==> config.mk <==
export PLATFORM = sky130hd
export DESIGN_NAME = rx78_cart_loader
export DESIGN_NICKNAME = d
export VERILOG_FILES = /design/src/rtl/rx78_pkg.sv /design/src/rtl/rx78_cart_loader.sv
export SDC_FILE = /design/constraint.sdc
export NUM_CORES = 1
export LEC_CHECK = 0
export ABC_CLOCK_PERIOD_IN_PS = 3400
export BUFFER_PORTS_ARGS = -buffer_cell sky130_fd_sc_hd__buf_4
export CELL_PAD_IN_SITES_DETAIL_PLACEMENT = 1
export CELL_PAD_IN_SITES_GLOBAL_PLACEMENT = 1
export CORE_UTILIZATION = 39
export DETAILED_ROUTE_END_ITERATION = 8
export GPL_TIMING_DRIVEN = 0
export HOLD_SLACK_MARGIN = 0.05
export PLACE_DENSITY = 0.85
export SYNTH_ARGS = -nofsm -noshare
export SYNTH_HDL_FRONTEND = slang
export SYNTH_SLANG_ARGS = --single-unit
==> constraint.sdc <==
create_clock -name clk -period 3.4 [get_ports clk]
set_clock_uncertainty 0.1 [all_clocks]
set_input_delay 0 -clock clk [delete_from_list [all_inputs] [get_ports clk]]
set_output_delay 0 -clock clk [all_outputs]
set_load 0.05 [all_outputs]
==> src/rtl/rx78_pkg.sv <==
// RX-78 cart loader shared types.
// Address map boundaries, FSM states and cart size codes.
package rx78_pkg;

    typedef enum logic [1:0] {
        S_IDLE,
        S_LOAD,
        S_CLEAR,
        S_HOLD
    } state_t;

    typedef enum logic [1:0] {
        D_C1,
        D_C2,
        D_EXT,
        D_DROP
    } dest_t;

    typedef enum logic [1:0] {
        CS_NONE = 2'd0,
        CS_8K   = 2'd1,
        CS_16K  = 2'd2,
        CS_BIG  = 2'd3
    } cart_size_t;

    localparam logic [16:0] CART1_END = 17'h2000;
    localparam logic [16:0] CART2_END = 17'h4000;
    localparam logic [16:0] EXT_BASE  = 17'h4000;

endpackage

==> src/rtl/rx78_cart_loader.sv <==
// RX-78 cartridge upload stage: routes host bytes to cart/ext RAM,
// clears VRAM, and keeps the Z80 in reset until the image is complete.
module rx78_cart_loader #(
    parameter logic [7:0]  CART_INDEX  = 8'd1,
    parameter logic [16:0] MAX_BYTES   = 17'h9000,
    parameter logic [13:0] VRAM_WORDS  = 14'd8192,
    parameter int          HOLD_CYCLES = 16
) (
    input  logic        clk,
    input  logic        reset_n,
    input  logic        upload,
    input  logic [7:0]  upload_index,
    input  logic [24:0] upload_addr,
    input  logic [7:0]  upload_data,
    input  logic        upload_wr,
    output logic        c1_we,
    output logic        c2_we,
    output logic [12:0] c_addr,
    output logic [7:0]  c_data,
    output logic        ext_we,
    output logic [14:0] ext_addr,
    output logic [7:0]  ext_data,
    output logic        vclr_we,
    output logic [12:0] vclr_addr,
    output logic        cpu_hold,
    output logic        busy,
    output logic [1:0]  cart_size,
    output logic        overflow
);
    import rx78_pkg::*;

    localparam int HW = $clog2(HOLD_CYCLES + 1);
    localparam logic [HW-1:0] HOLD_LAST = HW'(HOLD_CYCLES - 1);
    localparam logic [13:0] VRAM_LAST = VRAM_WORDS - 14'd1;

    state_t        state;
    dest_t         dest;
    logic [16:0]   max_q;
    logic [16:0]   max_nxt;
    logic [16:0]   a_end;
    logic [13:0]   vcnt;
    logic [HW-1:0] hcnt;

    function automatic dest_t decode(input logic [24:0] a);
        logic [16:0] lo;
        logic        hi;
        dest_t       d;
        lo = a[16:0];
        hi = |a[24:17];
        d  = D_DROP;
        unique case (1'b1)
            !hi && lo < CART1_END:
                d = D_C1;
            !hi && lo >= CART1_END && lo < CART2_END:
                d = D_C2;
            !hi && lo >= EXT_BASE && lo < MAX_BYTES:
                d = D_EXT;
            hi || lo >= MAX_BYTES:
                d = D_DROP;
            default:
                d = D_DROP;
        endcase
        return d;
    endfunction

    function automatic cart_size_t size_of(input logic [16:0] m);
        cart_size_t s;
        s = CS_NONE;
        unique case (1'b1)
            m == 17'd0:
                s = CS_NONE;
            m != 17'd0 && m <= CART1_END:
                s = CS_8K;
            m > CART1_END && m <= CART2_END:
                s = CS_16K;
            m > CART2_END:
                s = CS_BIG;
            default:
                s = CS_NONE;
        endcase
        return s;
    endfunction

    // Highest accepted address + 1; includes the byte of this cycle so
    // a strobe coincident with the upload falling edge sizes correctly.
    always_comb begin
        dest    = decode(upload_addr);
        a_end   = upload_addr[16:0] + 17'd1;
        max_nxt = max_q;
        if (state == S_LOAD && upload_wr &&
            dest != D_DROP && a_end > max_q) begin
            max_nxt = a_end;
        end
    end

    assign vclr_addr = vcnt[12:0];

    always_ff @(posedge clk) begin
        if (!reset_n) begin
            state     <= S_IDLE;
            c1_we     <= 1'b0;
            c2_we     <= 1'b0;
            c_addr    <= '0;
            c_data    <= '0;
            ext_we    <= 1'b0;
            ext_addr  <= '0;
            ext_data  <= '0;
            vclr_we   <= 1'b0;
            cpu_hold  <= 1'b0;
            busy      <= 1'b0;
            cart_size <= CS_NONE;
            overflow  <= 1'b0;
            max_q     <= '0;
            vcnt      <= '0;
            hcnt      <= '0;
        end else begin
            c1_we  <= 1'b0;
            c2_we  <= 1'b0;
            ext_we <= 1'b0;
            unique case (state)
                S_IDLE: begin
                    if (upload && upload_index == CART_INDEX) begin
                        state    <= S_LOAD;
                        cpu_hold <= 1'b1;
                        busy     <= 1'b1;
                        max_q    <= '0;
                        overflow <= 1'b0;
                    end
                end
                S_LOAD: begin
                    max_q <= max_nxt;
                    if (upload_wr) begin
                        unique case (dest)
                            D_C1, D_C2: begin
                                c1_we  <= dest == D_C1;
                                c2_we  <= dest == D_C2;
                                c_addr <= upload_addr[12:0];
                                c_data <= upload_data;
                            end
                            D_EXT: begin
                                ext_we   <= 1'b1;
                                ext_addr <= upload_addr[14:0]
                                          - EXT_BASE[14:0];
                                ext_data <= upload_data;
                            end
                            default: overflow <= 1'b1;
                        endcase
                    end
                    if (!upload) begin
                        state     <= S_CLEAR;
                        cart_size <= size_of(max_nxt);
                        vcnt      <= '0;
                        vclr_we   <= 1'b1;
                    end
                end
                S_CLEAR: begin
                    if (vcnt == VRAM_LAST) begin
                        state   <= S_HOLD;
                        vclr_we <= 1'b0;
                        hcnt    <= '0;
                    end else begin
                        vcnt <= vcnt + 14'd1;
                    end
                end
                S_HOLD: begin
                    if (hcnt == HOLD_LAST) begin
                        state    <= S_IDLE;
                        cpu_hold <= 1'b0;
                        busy     <= 1'b0;
                    end else begin
                        hcnt <= hcnt + 1'b1;
                    end
                end
                default: state <= S_IDLE;
            endcase
        end
    end

endmodule

* After elaboration in Yosys (flattened, before gate mapping)
Cells that the tools add are included.
Operators by class: reduce and logical (&&, ||, !) cells 34, muxes and demuxes 27, add/subtract/negate cells 4, bitwise logic cells 1, equality and inequality tests 17, magnitude comparators 10
Operators with widths (count):
- 2-to-1 mux 17 bit | 2
- case mux 17 bit (2 select lines) | 1
- 2-to-1 mux 14 bit | 2
- case mux 14 bit (2 select lines) | 1
- AND reduction 3 bit | 7
- inequality test 2 bit, second input constant | 9
- adder 17 x 1 -> 17 bit, second input constant | 1
- >= comparator 17 x 14 -> 1 bit, second input constant | 1
- >= comparator 17 x 15 -> 1 bit, second input constant | 1
- greater-than comparator 17 x 14 -> 1 bit, second input constant | 1
- greater-than comparator 17 x 15 -> 1 bit, second input constant | 1
- greater-than comparator 17 bit | 1
- <= comparator 17 x 14 -> 1 bit, second input constant | 1
- <= comparator 17 x 15 -> 1 bit, second input constant | 1
- < comparator 17 x 14 -> 1 bit, second input constant | 1
- < comparator 17 x 15 -> 1 bit, second input constant | 1
- < comparator 17 x 16 -> 1 bit, second input constant | 1
- nonzero test 17 bit | 1
- subtractor 15 bit, second input constant | 1
- adder 14 x 1 -> 14 bit, second input constant | 1
- equality test 14 x 13 -> 1 bit, second input constant | 1
- case mux 2 bit (3 select lines) | 2
- AND reduction 4 bit | 3
- logical AND 1 bit | 11
- 19 further kinds | 40
Storage, ports and cells: logic and storage cells 108, input bits 45, flip-flop bits (word level) 90, output and inout port bits 66

* Depth between registers and ports, before layout
Gate-level depths: netlist of run 1.
word-level depth 12, depth in mapped cells 15

* Least setup slack after synthesis of run 1
No wires, ideal clock.
kind input to register, start point input port upload_addr[6], end point register cart_size[0], library setup time 0.127 ns, stages 13, data arrival time 2.918 ns, slack 0.255 ns, path buffers 1, path through clkbuf_1 -> nand3_1 -> or2_2 -> nor3_1 -> xor2_1 -> ha_1 -> and3_1 -> o21ai_0 -> a32o_1 -> a311o_4 -> or4b_4 -> a211oi_2 -> o32ai_1
On the way: word-level cells in the longest chain between the ends 11, elaborated cells on any way between the ends 25
Ends and longest elaborated chain:
- start: declaration | RTL line rx78_cart_loader.sv:13 | input logic [24:0] upload_addr,
- branches (longest 7 deep; another with adder 17 x 1 -> 17 bit)
- 2-to-1 mux 17 bit (*) | RTL line rx78_cart_loader.sv:90 | if (state == S_LOAD && upload_wr &&
- greater-than comparator 17 x 14 -> 1 bit, or another cell as far along | RTL line rx78_cart_loader.sv:74 | m > CART1_END && m <= CART2_END:
- logical AND 1 bit, on equally long branches | RTL line rx78_cart_loader.sv:74, rx78_cart_loader.sv:72
- case mux 2 bit (3 select lines) (*) | RTL line rx78_cart_loader.sv:69 | unique case (1'b1)
- end signal: assignment | RTL line rx78_cart_loader.sv:151 | cart_size <= size_of(max_nxt);
- end: declaration | RTL line rx78_cart_loader.sv:27 | output logic [1:0] cart_size,
Mark *: on every way between the ends. A chain may end at the register's enable or synchronous reset.

* Final worst setup path of run 1
start point input port upload_addr[13], end point register cart_size[0]
Same word-level chain as after synthesis.

==> results of run 1 <==
-- critical path, delay by kind of cell --
family	cells	cell delay, ns
AO/OA/AOI/OAI	5	1.09
XOR/XNOR	1	0.18
buffers and inverters	2	0.73
adder cells (fa/ha/maj)	1	0.39
AND/OR/NAND/NOR	4	1.00
-- report_power, final --
group / internal (mW) / switching (mW)
logic: 0.254 / 0.356
registers: 1.08 / 0.0191
clock network: 0.508 / 0.428
-- layer usage --
layer  up-vias  routed length [um]
li1       2249                   -
met3        39                 746
met1      2316                6580
met2       117                8230
met4         0                 547
met5         -                   0
-- worst paths after layout --
path,cells past startpoint,start,end
hold / removal,4,upload_addr[9],max_q[9]$_SDFFE_PN0P_
setup / recovery,13,upload_addr[13],cart_size[0]$_SDFFE_PN0P_
setup reg to reg,10,state[1]$_SDFFE_PN0P_,ext_addr[0]$_SDFFE_PN0P_
hold reg to reg,2,c_addr[12]$_SDFFE_PN0P_,c_addr[12]$_SDFFE_PN0P_
-- logic make-up after synthesis --
logic type               count (synthesis)
AND/OR/NAND/NOR                        241
AO/OA/AOI/OAI                          115
flip-flops                              90
buffers and inverters                   70
XOR/XNOR                                27
adder cells (fa/ha/maj)                 26
multiplexers                             3
-- state kept, by name, summed over array words and instances, names as in the netlist --
register / cells
vcnt: 14
state: 2
c_addr: 13
ext_we: 1
c_data: 8
ext_data: 8
hcnt: 5
c2_we: 1
ext_addr: 15
vclr_we: 1
busy: 1
c1_we: 1
overflow: 1
max_q: 17
cart_size: 2
-- timing repair --
action                     4_1_cts  5_1_grt
setup endpoints to repair       13       15
hold buffers                    32        0
buffers inserted                 0        4
resized for setup                5       12
pin swaps                        0        5
hold endpoints to repair        60        0
-- through the flow --
stage               setup slack (ns)  utilization [%]  hold WS [ns]  power (mW)  instances
floorplan                      0.255                -       -0.0207        1.47        572
global placement              -0.332             48.7         0.146        1.62        820
detailed placement            -0.704             48.7         0.154        1.65        820
CTS                          0.00582             54.0        0.0509        2.62        867
global route                 -0.0259             54.8        0.0949        2.74        870
finish                         0.130             54.8        0.0568        2.64        870
-- cells in the mapped netlist (2+ instances only) --
master      n  share of area [%]
nand2_1   111                9.0
dfxtp_1    90                 39
a21oi_1    63                6.8
nor2_1     40                3.3
inv_1      28                2.3
ha_1       26                7.0
clkbuf_1   22                1.8
a22oi_1    17                2.8
o21ai_0    17                1.8
nand3_1    15                1.6
nand4_1    15                2.0
buf_4      14                2.3
xor2_1     14                2.7
xnor2_1    13                2.5
nor3_1     10                1.1
and3_1      9                1.2
nor4_1      8                1.1
nand2b_1    6               0.81
or3_1       5               0.68
nand3b_1    4               0.65
or4_1       4               0.65
a211oi_1    3               0.49
a21o_1      3               0.49
buf_2       3               0.33
mux2i_1     3               0.65
and2_1      2               0.27
and2b_2     2               0.38
and4_1      2               0.38
or2_2       2               0.27
-- cell type report --
class | count | share of cell area (%)
Clock inverter | 5 | 0.498
Inverter | 29 | 1.73
Multi-Input combinational cell | 412 | 40.2
Buffer | 40 | 4.01
Timing Repair Buffer | 141 | 18.2
Tap cell | 143 | 2.85
Sequential cell | 90 | 28.7
Clock buffer | 10 | 3.81
==> qor.yml, run 1 <==
worst_setup_path:
  start_kind: "input pin"
  cp.required_ns: 3.53
  worst_path_largest_cell_delay_ns: 0.57
  critPathMaxFanout: 8
  regToRegSetupSlack_ns: 0.33
  crit_top_cell: "nand3_1"
  endpoint_kind: "flop"
  path_cells: "dlygate4sd3_1, buf_6, nand3_1, nor3_4, nand3_1, xnor2_1, ha_1, o21ai_0, a32o_1, a311o_4, or4b_4, a211oi_2, o32ai_1"
  cp_slowest_cell: "dlygate4sd3_1"
  crit_type: "input pin to flop"
  cp.arrival_ns: 3.40
min_path:
  hold_path_class: "input pin to flop"
timing:
  drv_slew: 0
  worst_slew_pin_slew_ns: 0.692
  hold_viol_final: 0
  fin_crit_sh_pct: 96.2
  setup_tns_ns: 0
  max_slew_margin_pct: 53.9
  setup_viol: 0
  max_freq_mhz: 306
  finalCriticalPeriod_ns: 3.27
placed_design:
  io_buffer_count: 105
  dpl.hpwl_mm: 10.8
  placed_cell_area_um2: 5580
  gp_congestion: 0.843
drt:
  dr_total_vias: 4721
  drc: 0
  vias_per_cell: 5.43
  first_pass_iters: 4
  routedWlPerCell_um: 18.5
  drtAntennaViolNets: 0
  wl_mm: 16.1
  drt-initial-drc-count: 225
logic_synthesis:
  ys_ff_latch: 90
  synthMuxAreaShare_pct: 0.650
  async_reset_ff_share_pct: 0
  ys_seq_area_share_pct: 39.0
  syn_inst: 572
  avgSynthCellArea_um2: 8.07
  synth_top_family_by_area: "simple AND/OR/NAND/NOR gates"
  synthSimpleGateAreaFrac_pct: 24.6
  synth_nets: 643
  synth_compound_area_share_pct: 15.8
  synth-edff-count: 0
  synth.distinct_cells: 50
  syn_area_um2: 4620
  synth-adder-area-share_pct: 7.05
  synthFlopType: "dfxtp_1"
  synth_warnings: 0
  synth-xor-area-share_pct: 5.12
grt:
  grt_max_degree: 15
  grt_overflow_total: 0
  grt_usage_pct: 26.9
  grt_pass1_vias: 5163
  grt_util_met3_pct: 5.30
  grt_util_met2_pct: 48.6
  grt_most_used_layer: "met2"
  grt_pass1_wl_mm: 26.0
  met1_usage_pct: 29.1
  antenna_found_initial: 0
power:
  peakVddDrop_mv: 0.350
  p_per_area_nw_per_um2: 421
  leakage_nw: 2.48
floorplanning:
  io_pins: 111
  start_util_pct: 40.3
  dieArea_um2: 12300
  die_x_um: 111
  num_rows: 39
  die_y_um: 111
  coreArea_um2: 11500
clock_tree:
  cts_buffer_depth: 2
  tritoncts: "yes"
  cts.sinks: 90
  insertion_delay_ns: 0.35
  cts_root_buf: "clkbuf_16"
  cts_buffers: 9
  cts_max_level: 3
  clkTransAtPathRegs_ns: 0.06
status:
  status: "completed"
finish:
  area_growth_syn_to_layout_pct: 36.0
  multi_input_area_um2: 2520
  final_common_cell: "buf_4"
  n_fill_cell: 1362
  fin_area_um2: 6280
  finalNetCount: 794
  mostFrequentLayoutCells: "buf_4 (122), nand2_1 (110), dfxtp_1 (90), a21oi_1 (63), nor2_1 (40)"
  n_antenna_cell: 0
  drive_above_1_share_pct: 23.5
  seq_area_um2: 1800
run:
  cap_violations: 0
No activity file was read; power rests on OpenSTA's default activity.
==> run 2: changes to the inputs <==
Settings changed: PLACE_DENSITY 0.85 to not set, PLACE_DENSITY_LB_ADDON set to 0.3.
==> run 2 against run 1 <==
Net effect:
- sequential power hardly changed
- worst hold slack about the same
- sequential share of layout area grew 0.24 points
==> qor.yml, run 2 (synthesized netlist as in run 1, its figures left out) <==
status:
  status: "completed"
finish:
  finalNetCount: 789
  area_growth_syn_to_layout_pct: 34.9
  final_common_cell: "buf_4"
  largest_reg_flops: 17
  reg.largest.list: "max_q (17), ext_addr (15), vcnt (14)"
  mostFrequentLayoutCells: "buf_4 (122), nand2_1 (110), dfxtp_1 (90), a21oi_1 (63), nor2_1 (39)"
  n_antenna_cell: 0
  drive_above_1_share_pct: 23.2
  fin_area_um2: 6230
  regMostFlops: "max_q"
  fin_util_pct: 54.3
floorplanning:
  start_util_pct: 40.3
  num_rows: 39
  io_pins: 111
  coreArea_um2: 11500
  die_x_um: 111
  dieArea_um2: 12300
  die_y_um: 111
drt:
  vias_per_cell: 5.36
  drc: 0
  drtAntennaViolNets: 0
  dr_total_vias: 4632
  first_pass_iters: 4
  wl_mm: 14.9
  drt-initial-drc-count: 156
  routedWlPerCell_um: 17.2
clock_tree:
  cts_buffers: 9
  tritoncts: "yes"
  cts_root_buf: "clkbuf_16"
  cts.sinks: 90
  clkTransAtPathRegs_ns: 0.06
  insertion_delay_ns: 0.35
  cts_max_level: 3
  cts_buffer_depth: 2
grt:
  grt_most_used_layer: "met2"
  met1_usage_pct: 28.4
  grt_util_met2_pct: 43.4
  antenna_found_initial: 0
  grt_pass1_wl_mm: 24.2
  grt_overflow_total: 0
  grt_max_degree: 14
  grt_usage_pct: 24.5
  grt_pass1_vias: 4927
  grt_util_met3_pct: 5.36
power:
  p_per_area_nw_per_um2: 415
  leakage_nw: 2.46
  peakVddDrop_mv: 0.242
worst_setup_path:
  cp_slowest_cell: "dlygate4sd3_1"
  cp.arrival_ns: 3.37
  worstPathBufferInverterCount: 3
  critPathMaxFanout: 8
  timing.rr.start: "state[1]$_SDFFE_PN0P_"
  cp.required_ns: 3.53
  endpoint_kind: "flop"
  reg2reg_to: "ext_addr[0]$_SDFFE_PN0P_"
  path_cells: "dlygate4sd3_1, buf_4, inv_1, nor3_2, xor2_1, ha_1, nand4_1, nor4_1, a32o_1, a311o_4, or4b_4, a211oi_2, o32ai_1"
  regToRegSetupSlack_ns: 0.38
  path_delay_family: "compound AO/OA/AOI/OAI gates"
  crit_type: "input pin to flop"
  start_kind: "input pin"
  worst_path_largest_cell_delay_ns: 0.55
  r2r_cells: 10
timing:
  max_freq_mhz: 308
  fin_crit_sh_pct: 95.4
  finalCriticalPeriod_ns: 3.24
  max_slew_margin_pct: 56.0
  hold_viol_final: 0
  setup_viol: 0
  finalWorstSetupSlack_ns: 0.158
  worst_slew_pin_slew_ns: 0.660
  drv_slew: 0
placed_design:
  dpl.hpwl_mm: 10.8
  io_buffer_count: 105
  gp_congestion: 0.827
  placed_cell_area_um2: 5580
  place_ws_ns: -0.462
min_path:
  hp-start: "upload_addr[4]"
  hold_path_class: "input pin to flop"
  min_to: "max_q[4]$_SDFFE_PN0P_"
  holdPathStages: 4
run:
  cap_violations: 0
[run 2: layer usage]
metal,wire (um),up-vias
met3,646,24
met4,312,0
met5,0,-
met1,6440,2274
met2,7450,96
li1,-,2238
[run 2: final cells by class]
cell class	count	area (um^2)
clock inverters	3	17.5
plain buffers	40	250
multi-input cells	412	2530
repair buffers	136	1090
well taps	143	179
flip-flops and latches	90	1800
clock buffers	11	243
fillers	1372	5240
inverters	29	109
[run 2: report_power, final]
| group | switching, mW | total (mW) | internal [mW] |
|---|---|---|---|
| clock network | 0.405 | 0.909 | 0.504 |
| logic | 0.342 | 0.578 | 0.236 |
| registers | 0.0192 | 1.10 | 1.08 |
| total | 0.765 | 2.58 | 1.82 |
[run 2: worst max-delay path by stage]
stage	end	startpoint	depth (start not counted)	slack [ns]
6_report	cart_size[0]$_SDFFE_PN0P_	upload_addr[11]	13	0.16
5_1_grt	cart_size[0]$_SDFFE_PN0P_	upload_addr[6]	13	-0.02
4_1_cts	max_q[7]$_SDFFE_PN0P_	upload_addr[0]	15	0.02
3_5_place_dp	max_q[15]$_SDFFE_PN0P_	upload_addr[0]	16	-0.46
3_3_place_gp	max_q[6]$_SDFFE_PN0P_	upload_addr[0]	16	-0.31
2_1_floorplan	cart_size[0]$_SDFFE_PN0P_	upload_addr[6]	13	0.26
[run 2: worst register-to-register path, delay by kind of cell, from the launching register on]
kind,cells,cell delay (ns)
and+or+nand+nor,4,0.83
AOI/OAI and AO/OA,1,0.12
buffers and inverters,4,1.40
DFF,1,0.34
adders and majority gates,1,0.15
[run 2: metrics by stage]
stage	cells	power [mW]	setup TNS (ns)	hold WS, ns
after floorplan	572	1.47	0	-0.0207
after CTS	862	2.58	0	0.0530
final	864	2.58	0	0.0569
after global routing	864	2.69	-0.0294	0.0798
after global placement	820	1.62	-3.20	0.149
after detailed placement	820	1.65	-5.21	0.164
[run 2: timing repair]
action                                  4_1_cts  5_1_grt
endpoints found under the setup margin       10       19
pin swaps                                     0        4
setup buffers                                 0        3
endpoints found under the hold margin        61        0
resized for setup                             1       16
cloned                                        0        0
hold buffers                                 28        0
